<file path="config.mk">
export PLATFORM = sky130hd
export DESIGN_NAME = ibis_texture_scheduler
export DESIGN_NICKNAME = d
export VERILOG_FILES = /design/src/rtl/ibis_texture_pkg.sv /design/src/rtl/ibis_raster_walker.sv /design/src/rtl/ibis_texture_scheduler.sv
export SDC_FILE = /design/constraint.sdc
export NUM_CORES = 1
export LEC_CHECK = 0
export CORE_UTILIZATION = 51
export DETAILED_ROUTE_END_ITERATION = 10
export PLACE_DENSITY = 0.85
export SLEW_MARGIN = 25
export SYNTH_ARGS = -nofsm -noshare
export SYNTH_HDL_FRONTEND = slang
export SYNTH_HIERARCHICAL = 1
export SYNTH_SLANG_ARGS = --single-unit
</file>
<file path="constraint.sdc">
create_clock -name aclk -period 8.2 [get_ports aclk]
set_input_delay 2.05 -clock aclk [delete_from_list [all_inputs] [get_ports aclk]]
set_output_delay 2.05 -clock aclk [all_outputs]
set_load 0.005 [all_outputs]
</file>
<file path="src/rtl/ibis_texture_pkg.sv">
// ibis_texture_pkg
// Shared definitions for the texture-mapper scheduler: the mapper's
// 10-phase ring constants, the scheduler state encoding and a helper
// that advances a phase value around the ring.
package ibis_texture_pkg;

    localparam int         PHASE_COUNT = 10;
    localparam logic [3:0] PHASE_FIRST = 4'd0;
    localparam logic [3:0] PHASE_LAST  = 4'd9;

    typedef enum logic [1:0] {
        IDLE  = 2'd0,
        ISSUE = 2'd1,
        DRAIN = 2'd2,
        DONE  = 2'd3
    } sched_state_t;

    function automatic logic [3:0] phase_next(input logic [3:0] p);
        return (p == PHASE_LAST) ? PHASE_FIRST : p + 4'd1;
    endfunction

endpackage

</file>
<file path="src/rtl/ibis_raster_walker.sv">
// ibis_raster_walker
// Walks a rectangle of pixels in raster order (x fastest). The rectangle is
// latched on i_load; every i_step moves to the next pixel and remembers the
// pixel just left in o_prev_x/o_prev_y. On the final pixel a step only
// updates the "previous" coordinates so the last result can still be tagged.
// Ports:
//   i_clk, i_rst          clock, synchronous active-high reset
//   i_load                latch origin/size and restart at the origin
//   i_step                advance one pixel
//   i_x0/i_y0             rectangle origin
//   i_width/i_height      rectangle size (both non-zero when stepped)
//   o_x/o_y               current pixel
//   o_prev_x/o_prev_y     pixel before the most recent step
//   o_last                current pixel is the last in the rectangle
module ibis_raster_walker #(
    parameter int WIDTH = 10
) (
    input  logic             i_clk,
    input  logic             i_rst,
    input  logic             i_load,
    input  logic             i_step,
    input  logic [WIDTH-1:0] i_x0,
    input  logic [WIDTH-1:0] i_y0,
    input  logic [WIDTH-1:0] i_width,
    input  logic [WIDTH-1:0] i_height,
    output logic [WIDTH-1:0] o_x,
    output logic [WIDTH-1:0] o_y,
    output logic [WIDTH-1:0] o_prev_x,
    output logic [WIDTH-1:0] o_prev_y,
    output logic             o_last
);

    localparam logic [WIDTH-1:0] W_ONE = WIDTH'(1);

    logic [WIDTH-1:0] r_x0;
    logic [WIDTH-1:0] r_w;
    logic [WIDTH-1:0] r_h;
    logic [WIDTH-1:0] r_x;
    logic [WIDTH-1:0] r_y;
    logic [WIDTH-1:0] r_prev_x;
    logic [WIDTH-1:0] r_prev_y;
    // Column/row counters decide end-of-row and end-of-rectangle, so the
    // test is independent of coordinate wrap-around.
    logic [WIDTH-1:0] r_col;
    logic [WIDTH-1:0] r_row;
    logic             w_row_end;
    logic             w_last;

    assign w_row_end = (r_col == r_w - W_ONE);
    assign w_last    = w_row_end && (r_row == r_h - W_ONE);

    always_ff @(posedge i_clk) begin
        if (i_rst) begin
            r_x0     <= '0;
            r_w      <= '0;
            r_h      <= '0;
            r_x      <= '0;
            r_y      <= '0;
            r_prev_x <= '0;
            r_prev_y <= '0;
            r_col    <= '0;
            r_row    <= '0;
        end else if (i_load) begin
            r_x0  <= i_x0;
            r_w   <= i_width;
            r_h   <= i_height;
            r_x   <= i_x0;
            r_y   <= i_y0;
            r_col <= '0;
            r_row <= '0;
        end else if (i_step) begin
            r_prev_x <= r_x;
            r_prev_y <= r_y;
            if (!w_last) begin
                if (w_row_end) begin
                    r_col <= '0;
                    r_row <= r_row + W_ONE;
                    r_x   <= r_x0;
                    r_y   <= r_y + W_ONE;
                end else begin
                    r_col <= r_col + W_ONE;
                    r_x   <= r_x + W_ONE;
                end
            end
        end
    end

    assign o_x      = r_x;
    assign o_y      = r_y;
    assign o_prev_x = r_prev_x;
    assign o_prev_y = r_prev_y;
    assign o_last   = w_last;

endmodule

</file>
<file path="src/rtl/ibis_texture_scheduler.sv">
// ibis_texture_scheduler
// Sequencer for the 10-phase ibis_texture_mapper. Accepts one rectangular
// job at a time, runs one 10-cycle mapper pass per pixel in raster order and
// returns each result through a one-entry output register.
// Ports:
//   aclk, areset                    clock, synchronous active-high reset
//                                   (the mapper's aresetn is ~areset)
//   job_valid/job_ready             job handshake
//   job_x0/y0/width/height          rectangle
//   job_write_matrix, job_matrix_*, job_translate_*   mapper setup values
//   mapper_enable                   mapper advance strobe
//   mapper_write_matrix, mapper_x/y, mapper_matrix_*, mapper_translate_*
//   mapper_map_address, mapper_stencil_test   mapper results
//   pix_valid/pix_ready             result handshake
//   pix_x/y/address/stencil         result payload
//   job_done                        one-cycle completion pulse
//   dbg_state, dbg_phase            FSM state and ring phase
// Handshakes: a transfer happens on a rising edge where valid and ready are
// both 1; valid never drops and payload never changes until that transfer.
module ibis_texture_scheduler
    import ibis_texture_pkg::*;
#(
    parameter int TILE_SIZE_POW2 = 5,
    parameter int WIDTH          = 10
) (
    input  logic                        aclk,
    input  logic                        areset,
    input  logic                        job_valid,
    output logic                        job_ready,
    input  logic [WIDTH-1:0]            job_x0,
    input  logic [WIDTH-1:0]            job_y0,
    input  logic [WIDTH-1:0]            job_width,
    input  logic [WIDTH-1:0]            job_height,
    input  logic [5:0]                  job_write_matrix,
    input  logic [11:0]                 job_matrix_a,
    input  logic [11:0]                 job_matrix_b,
    input  logic [11:0]                 job_matrix_c,
    input  logic [11:0]                 job_matrix_d,
    input  logic [11:0]                 job_translate_x,
    input  logic [11:0]                 job_translate_y,
    output logic                        mapper_enable,
    output logic [5:0]                  mapper_write_matrix,
    output logic [WIDTH-1:0]            mapper_x,
    output logic [WIDTH-1:0]            mapper_y,
    output logic [11:0]                 mapper_matrix_a,
    output logic [11:0]                 mapper_matrix_b,
    output logic [11:0]                 mapper_matrix_c,
    output logic [11:0]                 mapper_matrix_d,
    output logic [11:0]                 mapper_translate_x,
    output logic [11:0]                 mapper_translate_y,
    input  logic [2*TILE_SIZE_POW2-1:0] mapper_map_address,
    input  logic                        mapper_stencil_test,
    output logic                        pix_valid,
    input  logic                        pix_ready,
    output logic [WIDTH-1:0]            pix_x,
    output logic [WIDTH-1:0]            pix_y,
    output logic [2*TILE_SIZE_POW2-1:0] pix_address,
    output logic                        pix_stencil,
    output logic                        job_done,
    output sched_state_t                dbg_state,
    output logic [3:0]                  dbg_phase
);

    sched_state_t               r_state;
    logic [3:0]                 r_phase;
    logic                       r_pending;
    logic                       r_first;
    logic                       r_job_ready;
    logic                       r_job_done;
    logic [5:0]                 r_mask;
    logic [11:0]                r_mat_a, r_mat_b, r_mat_c, r_mat_d, r_tr_x, r_tr_y;
    logic                       r_pix_valid;
    logic [WIDTH-1:0]           r_pix_x, r_pix_y;
    logic [2*TILE_SIZE_POW2-1:0] r_pix_addr;
    logic                       r_pix_stencil;

    sched_state_t               w_next_state;
    logic                       w_accept;
    logic                       w_slot_free;
    logic                       w_phase0;
    logic                       w_enable;
    logic                       w_capture;
    logic                       w_done_now;
    logic                       w_step;
    logic                       w_last;
    logic [WIDTH-1:0]           w_prev_x, w_prev_y;

    assign w_accept    = job_valid && r_job_ready;
    // The slot can take a new result if empty or emptied on this edge.
    assign w_slot_free = !r_pix_valid || pix_ready;
    assign w_phase0    = (r_phase == PHASE_FIRST);
    // Phase 9 of an enabled pass ends the pixel; the mapper latches its
    // result on that edge, so the previous pixel's result is stable from
    // the following phase 0 until the next phase 9.
    assign w_step      = (r_state == ISSUE) && w_enable && (r_phase == PHASE_LAST);

    always_comb begin
        w_next_state = r_state;
        w_enable     = 1'b0;
        w_capture    = 1'b0;
        w_done_now   = 1'b0;
        case (r_state)
            IDLE: begin
                if (w_accept) begin
                    w_next_state = (job_width == '0 || job_height == '0) ? DONE : ISSUE;
                end
            end
            ISSUE: begin
                w_capture = w_phase0 && r_pending && w_slot_free;
                // Park the ring at phase 0 while an uncaptured result waits.
                w_enable  = !(w_phase0 && r_pending && !w_slot_free);
                if (w_step && w_last) begin
                    w_next_state = DRAIN;
                end
            end
            DRAIN: begin
                w_capture = w_phase0 && r_pending && w_slot_free;
                if (w_capture) begin
                    w_next_state = DONE;
                end
            end
            DONE: begin
                if (w_slot_free) begin
                    w_done_now   = 1'b1;
                    w_next_state = IDLE;
                end
            end
            default: w_next_state = IDLE;
        endcase
    end

    always_ff @(posedge aclk) begin
        if (areset) begin
            r_state       <= IDLE;
            r_phase       <= PHASE_FIRST;
            r_pending     <= 1'b0;
            r_first       <= 1'b0;
            r_job_ready   <= 1'b0;
            r_job_done    <= 1'b0;
            r_mask        <= '0;
            r_mat_a       <= '0;
            r_mat_b       <= '0;
            r_mat_c       <= '0;
            r_mat_d       <= '0;
            r_tr_x        <= '0;
            r_tr_y        <= '0;
            r_pix_valid   <= 1'b0;
            r_pix_x       <= '0;
            r_pix_y       <= '0;
            r_pix_addr    <= '0;
            r_pix_stencil <= 1'b0;
        end else begin
            r_state     <= w_next_state;
            r_job_ready <= (w_next_state == IDLE);
            r_job_done  <= w_done_now;
            if (w_enable) begin
                r_phase <= phase_next(r_phase);
            end
            if (w_accept) begin
                r_mask  <= job_write_matrix;
                r_mat_a <= job_matrix_a;
                r_mat_b <= job_matrix_b;
                r_mat_c <= job_matrix_c;
                r_mat_d <= job_matrix_d;
                r_tr_x  <= job_translate_x;
                r_tr_y  <= job_translate_y;
                r_first <= 1'b1;
            end else if (w_step) begin
                r_first <= 1'b0;
            end
            if (w_step) begin
                r_pending <= 1'b1;
            end else if (w_capture) begin
                r_pending <= 1'b0;
            end
            if (w_capture) begin
                r_pix_valid   <= 1'b1;
                r_pix_x       <= w_prev_x;
                r_pix_y       <= w_prev_y;
                r_pix_addr    <= mapper_map_address;
                r_pix_stencil <= mapper_stencil_test;
            end else if (pix_ready) begin
                r_pix_valid <= 1'b0;
            end
        end
    end

    ibis_raster_walker #(
        .WIDTH (WIDTH)
    ) u_walker (
        .i_clk    (aclk),
        .i_rst    (areset),
        .i_load   (w_accept),
        .i_step   (w_step),
        .i_x0     (job_x0),
        .i_y0     (job_y0),
        .i_width  (job_width),
        .i_height (job_height),
        .o_x      (mapper_x),
        .o_y      (mapper_y),
        .o_prev_x (w_prev_x),
        .o_prev_y (w_prev_y),
        .o_last   (w_last)
    );

    assign job_ready           = r_job_ready;
    assign job_done            = r_job_done;
    assign mapper_enable       = w_enable;
    // Matrix registers are written only once per job, at the very start.
    assign mapper_write_matrix = (r_state == ISSUE && r_first && w_phase0) ? r_mask : 6'd0;
    assign mapper_matrix_a     = r_mat_a;
    assign mapper_matrix_b     = r_mat_b;
    assign mapper_matrix_c     = r_mat_c;
    assign mapper_matrix_d     = r_mat_d;
    assign mapper_translate_x  = r_tr_x;
    assign mapper_translate_y  = r_tr_y;
    assign pix_valid           = r_pix_valid;
    assign pix_x               = r_pix_x;
    assign pix_y               = r_pix_y;
    assign pix_address         = r_pix_addr;
    assign pix_stencil         = r_pix_stencil;
    assign dbg_state           = r_state;
    assign dbg_phase           = r_phase;

endmodule

</file>
==> results.ini, run 1 <==
[die]
die-area_sq_um = 18700
die_w_microns = 137
rows = 48
coreArea_sq_um = 17500
start_util = 0.528
pin_count = 272
dieHeight_microns = 137

[pwr]
peakVddDrop_mv = 0.178
power_density_nw_per_um2 = 226
power.leakage_uw = 0.00445
power_uw = 2870

[synthesis]
syn_inst = 1149
yosysWarningCount = 6
synth_flop_cell = dfxtp_1
synth_top_area_cell = dfxtp_1
syn_nets = 1292
yosysSeqAreaShare = 0.454
synth.most_common_cell = nand2_1
synthTopCellsByCount = nand2_1, dfxtp_1, a21oi_1
yosys-top-cells-area = dfxtp_1, nand2_1, a21oi_1
syn_area_per_cell_sq_um = 8.06
async_flop_share = 0
synth_area_sq_um = 9260
ys_seq_elements = 210
synth_cell_types = 76
synth_edf_count = 0
synth_top_area_frac = 0.454

[timing]
fin_skew_ns = 0.0156
fin_tns_setup_ns = 0
slew-limit-headroom = 0.337
hold_viol_final = 0
finalMaxSlewViolations = 0
finalCritPeriodShare = 0.662
rsz0062_at_grt = no
max_freq_ghz = 0.184
worstMarginPinSlew_ns = 0.995
post-route-min-period_ns = 5.43
setup_viol_count_final = 0

[setup_path]
cp.required_ns = 6.15
reg2reg_slack_ns = 4.63
startpoint_type = input pin
critPathKind = input pin to output port
ff2ff_path_depth = 9
crit_arrival_ns = 3.38
cp_max_fo = 2
crit_start = pix_ready
r2r_start = dbg_state[0]
cp-end-kind = output port
crit-reg2reg-capture = u_walker/o_x[6]

[routing]
wl_per_cell_microns = 17.1
dr_total_vias = 9160
wl_microns = 27600
antenna_left = 0
drc = 0
drt-initial-drc-count = 856
vias_per_cell = 5.67
first_pass_iters = 5

[placed_design]
portBuffers = 271
place.gp.congestion = 0.843
hpwl_microns = 19400

[global_routing]
grt_pass1_wl_microns = 42300
grt_max_degree = 135
grt_overflow = 0
globalRouteTotalUtil = 0.284
grt_pass1_vias = 8348
antenna_found_initial = 1

[clock_network]
cts_sinks = 210
clk_path_buf_depth = 3
cts_root_buffer = clkbuf_16
cts_tree = yes
ctsResizeCount = 0
clk_latency_ns = 0.51
cts_hold_buf = 0
post_cts_buffers = 0
clkSlewWorstSetupHoldPaths_ns = 0.06
htreeDepth = 1
numCtsBuffers = 23

[job]
drv_cap = 0

[hold_path]
min_path_cells = 2
hold_path_end = mapper_translate_y[2]
hold_start = mapper_translate_y[2]
hold_class = register to register

[status]
status = finished clean

[finish]
nets = 1517
layout-drive-gt1-share = 0.0446
area_growth_pct = 36.8

kinds of logic (layout without fill, tap and decap cells):
kind of cell,count (synthesis),count (layout),synth area share
AOI/OAI and AO/OA,264,264,0.181
xor gates and xnor gates,26,26,0.0246
adders and majority gates,10,10,0.0135
buffers and inverters,97,337,0.0454
DFF,210,210,0.454
muxes,31,31,0.0335
other,0,1,0
and+or+nand+nor,511,511,0.248
layout by cell type (no fill, tap or decap), types with 3 or more instances in the layout:
master	n
clkbuf_16	23
nor3_1	13
and4_1	4
nand2_1	312
clkdlybuf4s50_1	270
or4_1	5
inv_1	20
nor2_1	53
xor2_1	15
o22ai_1	3
o21ai_0	11
nor2b_1	4
a211oi_1	7
a221oi_1	6
a311oi_1	4
a2111oi_0	4
and3_1	13
nand4_1	10
xnor2_1	11
nand3_1	24
ha_1	10
a21oi_1	161
dfxtp_1	210
a41o_1	5
o31ai_1	8
clkinv_2	5
nor4_1	10
nand2b_1	3
buf_4	5
nand3b_1	3
a31oi_1	7
mux2i_1	31
and2_1	13
or2_2	5
o211ai_1	5
or3_1	17
clkbuf_1	7
o21ai_1	9
nor3b_1	10
registers in the layout, summed over array words and instances, names as in the netlist, 6 cells and up:
signal and count:
mapper_translate_x 12, r_mask 6, mapper_matrix_c 12, pix_x 10
u_walker/o_y 10, u_walker/r_w 10, u_walker/r_h 10, mapper_translate_y 12
mapper_matrix_b 12, pix_y 10, u_walker/r_x0 10, u_walker/o_x 10
u_walker/r_row 10, u_walker/o_prev_y 10, pix_address 10, mapper_matrix_a 12
u_walker/o_prev_x 10, mapper_matrix_d 12, u_walker/r_col 10
worst max-delay path, cell delays in order:
cell	delay (ns)
clkdlybuf4s50_1	0.47
nor2b_1	0.06
a31oi_1	0.24
clkdlybuf4s50_1	0.56
stage by stage:
step / std cells / area (sq um) / hold slack [ns] / util / setup WS, ns
finish: 1615 / 12700 / 0.451 / 0.723 / 2.77
global route: 1615 / 12700 / 0.468 / 0.723 / 2.70
CTS: 1614 / 12700 / 0.449 / 0.723 / 2.77
detailed placement: 1574 / 12000 / 0.442 / 0.683 / 2.55
global placement: 1574 / 12000 / 0.438 / 0.682 / 2.61
floorplan: 1149 / 9260 / 0.432 / - / 3.81
cell type report:
class	instances	area (sq um)
flip-flops and latches	210	4200
multi-input cells	842	4650
clock inverters	8	75.1
repair buffers	276	2750
fillers	1383	4860
clock buffers	32	629
diodes	1	2.50
inverters	21	81.3
well taps	225	282
worst max-delay path by stage:
| stage | end | slack (ns) | cells after the start |
|---|---|---|---|
| after floorplan | mapper_enable | 3.81 | 2 |
| after global placement | u_walker/o_prev_x[0] | 2.61 | 8 |
| after detailed placement | u_walker/o_prev_x[1] | 2.55 | 8 |
| after CTS | mapper_enable | 2.77 | 4 |
| after global routing | mapper_enable | 2.70 | 4 |
| final | mapper_enable | 2.77 | 4 |
report_power, final:
group / internal [uW] / total (uW) / leakage, uW / switching (uW)
Sequential: 1120 / 1220 / 0.00170 / 99.9
Combinational: 337 / 682 / 0.00239 / 345
Clock: 568 / 974 / 0.000350 / 406
metal layers:
metal,track usage,share of wire,up-vias
li1,-,-,4432
met1,0.344,0.38,4212
met2,0.476,0.49,423
met3,0.0593,0.081,93
met4,0.143,0.045,0
met5,0,0,-
No activity file was read; power rests on OpenSTA's default activity.
==> inputs of run 2 (changes only) <==
Settings changed: CORE_UTILIZATION 51 to 48, PLACE_DENSITY 0.85 to 0.81.
Clock period 8.2 ns to 5.1 ns, I/O delays scaled along.
==> results.ini, run 2 (synthesized netlist as in run 1, its figures left out) <==
[status]
status = finished clean

[die]
start_util = 0.492  ; -0.0363
pin_count = 272  ; unchanged
die-area_sq_um = 19900  ; +6.2%
rows = 50  ; +4.2%
dieHeight_microns = 141  ; +3.0%
coreArea_sq_um = 18800  ; +7.4%
die_w_microns = 141  ; +3.0%

[clock_network]
cts_hold_buf = 0  ; unchanged
clkSlewWorstSetupHoldPaths_ns = 0.06  ; about the same
post_cts_buffers = 0  ; unchanged
htreeDepth = 1  ; unchanged
numCtsBuffers = 23  ; unchanged
ctsResizeCount = 0  ; unchanged
clk_path_buf_depth = 3  ; unchanged
cts_tree = yes
clk_latency_ns = 0.51  ; about the same
cts_root_buffer = clkbuf_16
cts_sinks = 210  ; unchanged

[routing]
dr_total_vias = 9008  ; -1.7%
wl_microns = 28000  ; +1.3%
antenna_left = 0  ; unchanged
vias_per_cell = 5.45  ; -3.9%
first_pass_iters = 5  ; unchanged
wl_per_cell_microns = 16.9  ; -1.0%
drt-initial-drc-count = 687  ; -20%
drc = 0  ; unchanged

[setup_path]
startpoint_type = input pin
cp.required_ns = 3.83  ; -2.32 ns
crit_start = pix_ready
reg2reg_slack_ns = 1.54  ; -3.09 ns
cp-end-kind = output port
critPathKind = input pin to output port
cpMostUsedCell = clkdlybuf4s50_1
crit_arrival_ns = 2.63  ; -0.75 ns
ff2ff_path_depth = 9  ; unchanged
crit_end = mapper_enable
crit-reg2reg-capture = u_walker/o_x[6]
slowest_stage = clkdlybuf4s50_1
cp_slowest_stage_delay_ns = 0.56  ; about the same
cp_max_fo = 2  ; unchanged
crit_chain = clkdlybuf4s50_1 -> nor2b_1 -> a31oi_1 -> clkdlybuf4s50_1
r2r_start = dbg_state[0]

[global_routing]
grt_pass1_wl_microns = 43300  ; +2.6%
globalRouteTotalUtil = 0.273  ; -0.0113
grt_max_degree = 121  ; -10%
grt_pass1_vias = 8068  ; -3.4%
antenna_found_initial = 3  ; +2
grt_overflow = 0  ; unchanged

[placed_design]
portBuffers = 271  ; unchanged
dpl_cell_area_sq_um = 12000  ; +0.42%
hpwl_microns = 19500  ; +0.40%
place.gp.congestion = 0.836  ; -0.78%
post-place-ws_ns = 1.20  ; -1.34 ns

[pwr]
power.leakage_uw = 0.00446  ; +0.37%
peakVddDrop_mv = 0.264  ; +48%
power_uw = 4670  ; +63%
power_density_nw_per_um2 = 366  ; +62%

[timing]
finalMaxSlewViolations = 0  ; unchanged
setup_viol_count_final = 0  ; unchanged
post-route-min-period_ns = 3.91
fin_skew_ns = 0.0159  ; +0.000223 ns
slew-limit-headroom = 0.346  ; +0.00911
finalCritPeriodShare = 0.766
rsz0062_at_grt = no
hold_viol_final = 0  ; unchanged
worstMarginPinSlew_ns = 0.977  ; -0.0173 ns
fin_tns_setup_ns = 0  ; unchanged
max_freq_ghz = 0.256
setup_slack_ns = 1.19  ; -1.58 ns

[finish]
layout-drive-gt1-share = 0.0453  ; +0.000655
multi_input_area_sq_um = 4650  ; unchanged
fin_area_sq_um = 12800  ; +0.68%
area_growth_pct = 37.8
layout_common_cells = nand2_1, clkdlybuf4s50_1, dfxtp_1, a21oi_1, nor2_1
fillCellCount = 1583  ; +14%
register_area_sq_um = 4200  ; unchanged
nets = 1518  ; +0.066%
final_common_cell = nand2_1

[job]
drv_cap = 0  ; unchanged

[hold_path]
hold_class = register to register

run 2: how the worst min path moves through the flow:
stage               slack, ns                 from                  end  cells after the start
finish                   0.45   mapper_matrix_c[5]   mapper_matrix_c[5]                      2
global route             0.47  mapper_matrix_a[10]  mapper_matrix_a[10]                      2
global placement         0.44            r_mask[5]            r_mask[5]                      2
floorplan                0.43            r_mask[0]            r_mask[0]                      2
detailed placement       0.45   mapper_matrix_a[0]   mapper_matrix_a[0]                      2
CTS                      0.45  mapper_matrix_b[11]  mapper_matrix_b[11]                      2
run 2: power by group:
part           internal, uW  switching, uW  leakage, uW  total (uW)
Clock                   970            649     0.000363        1620
Combinational           543            559      0.00240        1100
Sequential             1790            159      0.00170        1950
Total                  3310           1370      0.00446        4670
run 2: layout make-up:
type                    instances  share of cell area
flip-flops and latches        210               0.329
well taps                     260              0.0255
inverters                      21             0.00637
multi-input cells             842               0.364
clock inverters                 4             0.00382
diodes                          2            0.000392
repair buffers                277               0.216
clock buffers                  37              0.0539
run 2: critical path: cells and delay by family:
kind	cells	cell delay (ns)
AOI/OAI and AO/OA	1	0.27
buffers and inverters	2	1.03
and+or+nand+nor	1	0.05
run 2: layer usage:
metal | up-vias | wire, microns | track usage
li1 | 4425 | - | -
met1 | 4201 | 11700 | 0.342
met2 | 317 | 13600 | 0.465
met3 | 63 | 1840 | 0.0584
met4 | 2 | 849 | 0.0898
met5 | - | 13 | 0
run 2: metrics by stage:
stage	std cells	utilization	hold slack (ns)
finish	1653	0.678	0.451
global route	1653	0.678	0.467
CTS	1651	0.677	0.454
detailed placement	1610	0.638	0.446
global placement	1610	0.638	0.438
floorplan	1149	-	0.432
==> inputs of run 3 (changes only) <==
Clock period 5.1 ns to 3.8 ns, I/O delays scaled along.
==> results.ini, run 3 (synthesized netlist as in run 1, its figures left out) <==
[status]
status = finished clean

[die]
dieHeight_microns = 141  ; unchanged
rows = 50  ; unchanged
die_w_microns = 141  ; unchanged
pin_count = 272  ; unchanged
coreArea_sq_um = 18800  ; unchanged
start_util = 0.492  ; unchanged
die-area_sq_um = 19900  ; unchanged

[timing]
rsz0062_at_grt = no
fin_tns_setup_ns = 0  ; unchanged
max_freq_ghz = 0.299
post-route-min-period_ns = 3.34
setup_viol_count_final = 0  ; unchanged
hold_viol_final = 0  ; unchanged
slew-limit-headroom = 0.416  ; +0.0699
finalCritPeriodShare = 0.880
worstMarginPinSlew_ns = 0.873  ; -0.104 ns
fin_skew_ns = 0.00885  ; -0.00701 ns
finalMaxSlewViolations = 0  ; unchanged

[pwr]
power_density_nw_per_um2 = 485  ; +32%
power.leakage_uw = 0.00447  ; about the same
peakVddDrop_mv = 0.318  ; +20%
power_uw = 6190  ; +32%

[finish]
layout-drive-gt1-share = 0.0446  ; -0.000719
area_growth_pct = 37.7  ; about the same
layout_common_cells = nand2_1, clkdlybuf4s50_1, dfxtp_1, a21oi_1, nor2_1
final_common_cell = nand2_1
nets = 1523  ; +0.33%

[setup_path]
critPathTopFamily = compound AO/OA/AOI/OAI gates
crit_chain = ha_1 -> nand2_1 -> or3_1 -> inv_1 -> and2_1 -> a32oi_1 -> a211oi_4 -> a2111oi_0 -> a2111oi_2
cp_max_fo = 13  ; +11
cp.required_ns = 4.21  ; +0.38 ns
crit_start = dbg_state[0]
cp_slowest_stage_delay_ns = 0.70  ; +0.14 ns
startpoint_type = register
crit_buf_inv = 1  ; -1
cp-end-kind = register
slowest_stage = a211oi_4
critPathKind = register to register
crit_arrival_ns = 3.75  ; +1.12 ns
r2r_start = dbg_state[0]

[clock_network]
post_cts_buffers = 0  ; unchanged
clkSlewWorstSetupHoldPaths_ns = 0.06  ; about the same
cts_tree = yes
clk_path_buf_depth = 3  ; unchanged
numCtsBuffers = 23  ; unchanged
ctsResizeCount = 0  ; unchanged
cts_sinks = 210  ; unchanged
cts_hold_buf = 0  ; unchanged
clk_latency_ns = 0.51  ; about the same
htreeDepth = 1  ; unchanged
cts_root_buffer = clkbuf_16

[global_routing]
globalRouteTotalUtil = 0.272  ; -0.00105
antenna_found_initial = 1  ; -2
grt_max_degree = 125  ; +3.3%
grt_pass1_wl_microns = 43600  ; +0.57%
grt_overflow = 0  ; unchanged
grt_pass1_vias = 8359  ; +3.6%

[routing]
first_pass_iters = 5  ; unchanged
drt-initial-drc-count = 773  ; +13%
dr_total_vias = 9092  ; +0.93%
wl_per_cell_microns = 17.0  ; +0.39%
antenna_left = 0  ; unchanged
drc = 0  ; unchanged
vias_per_cell = 5.50  ; +0.99%
wl_microns = 28000  ; +0.33%

[placed_design]
hpwl_microns = 19700  ; +0.95%
place.gp.congestion = 0.857  ; +2.5%
portBuffers = 271  ; unchanged

[job]
drv_cap = 0  ; unchanged

[hold_path]
hold_start = r_mask[0]
hold_class = register to register

==> run 3: power breakdown <==
part	switching, uW	internal (uW)
clock	862	1210
combinational	754	736
sequential	217	2410
==> run 3: cell type report <==
cell class                      count  area [sq um]
Clock buffer                       32           629
Inverter                           21          81.3
Tap cell                          260           325
Multi-Input combinational cell    842          4650
Fill cell                        1598          6070
Antenna cell                        1          2.50
Clock inverter                      4          48.8
Sequential cell                   210          4200
Timing Repair Buffer              282          2820
==> run 3: final timing paths <==
check / to / cells past startpoint / slack, ns
setup / recovery: u_walker/o_x[6] / 9 / 0.46
hold / removal: r_mask[0] / 2 / 0.45
setup reg to reg: u_walker/o_x[6] / 9 / 0.46
hold reg to reg: r_mask[0] / 2 / 0.45
==> run 3: worst register-to-register path, cell delays in order (launching register included) <==
cell       delay, ns
dfxtp_1         0.44
ha_1            0.27
nand2_1         0.17
or3_1           0.43
inv_1           0.35
and2_1          0.19
a32oi_1         0.13
a211oi_4        0.70
a2111oi_0       0.20
a2111oi_2       0.35
==> run 3: per-layer routing <==
metal | vias up | wire length, microns | GRT usage
li1 | 4425 | - | -
met1 | 4239 | 11200 | 0.335
met2 | 362 | 13900 | 0.468
met3 | 66 | 2010 | 0.0516
met4 | 0 | 945 | 0.105
met5 | - | 0 | 0
==> run 3: through the flow <==
step | hold WS [ns] | setup slack, ns | instance area [sq um] | util | cells
3_3_place_gp | 0.437 | 0.569 | 12100 | 0.642 | 1615
5_1_grt | 0.463 | 0.229 | 12800 | 0.678 | 1652
2_1_floorplan | 0.432 | 0.856 | 9260 | - | 1149
6_report | 0.451 | 0.457 | 12800 | 0.678 | 1652
3_5_place_dp | 0.442 | 0.522 | 12100 | 0.642 | 1615
4_1_cts | 0.449 | 0.466 | 12800 | 0.678 | 1651
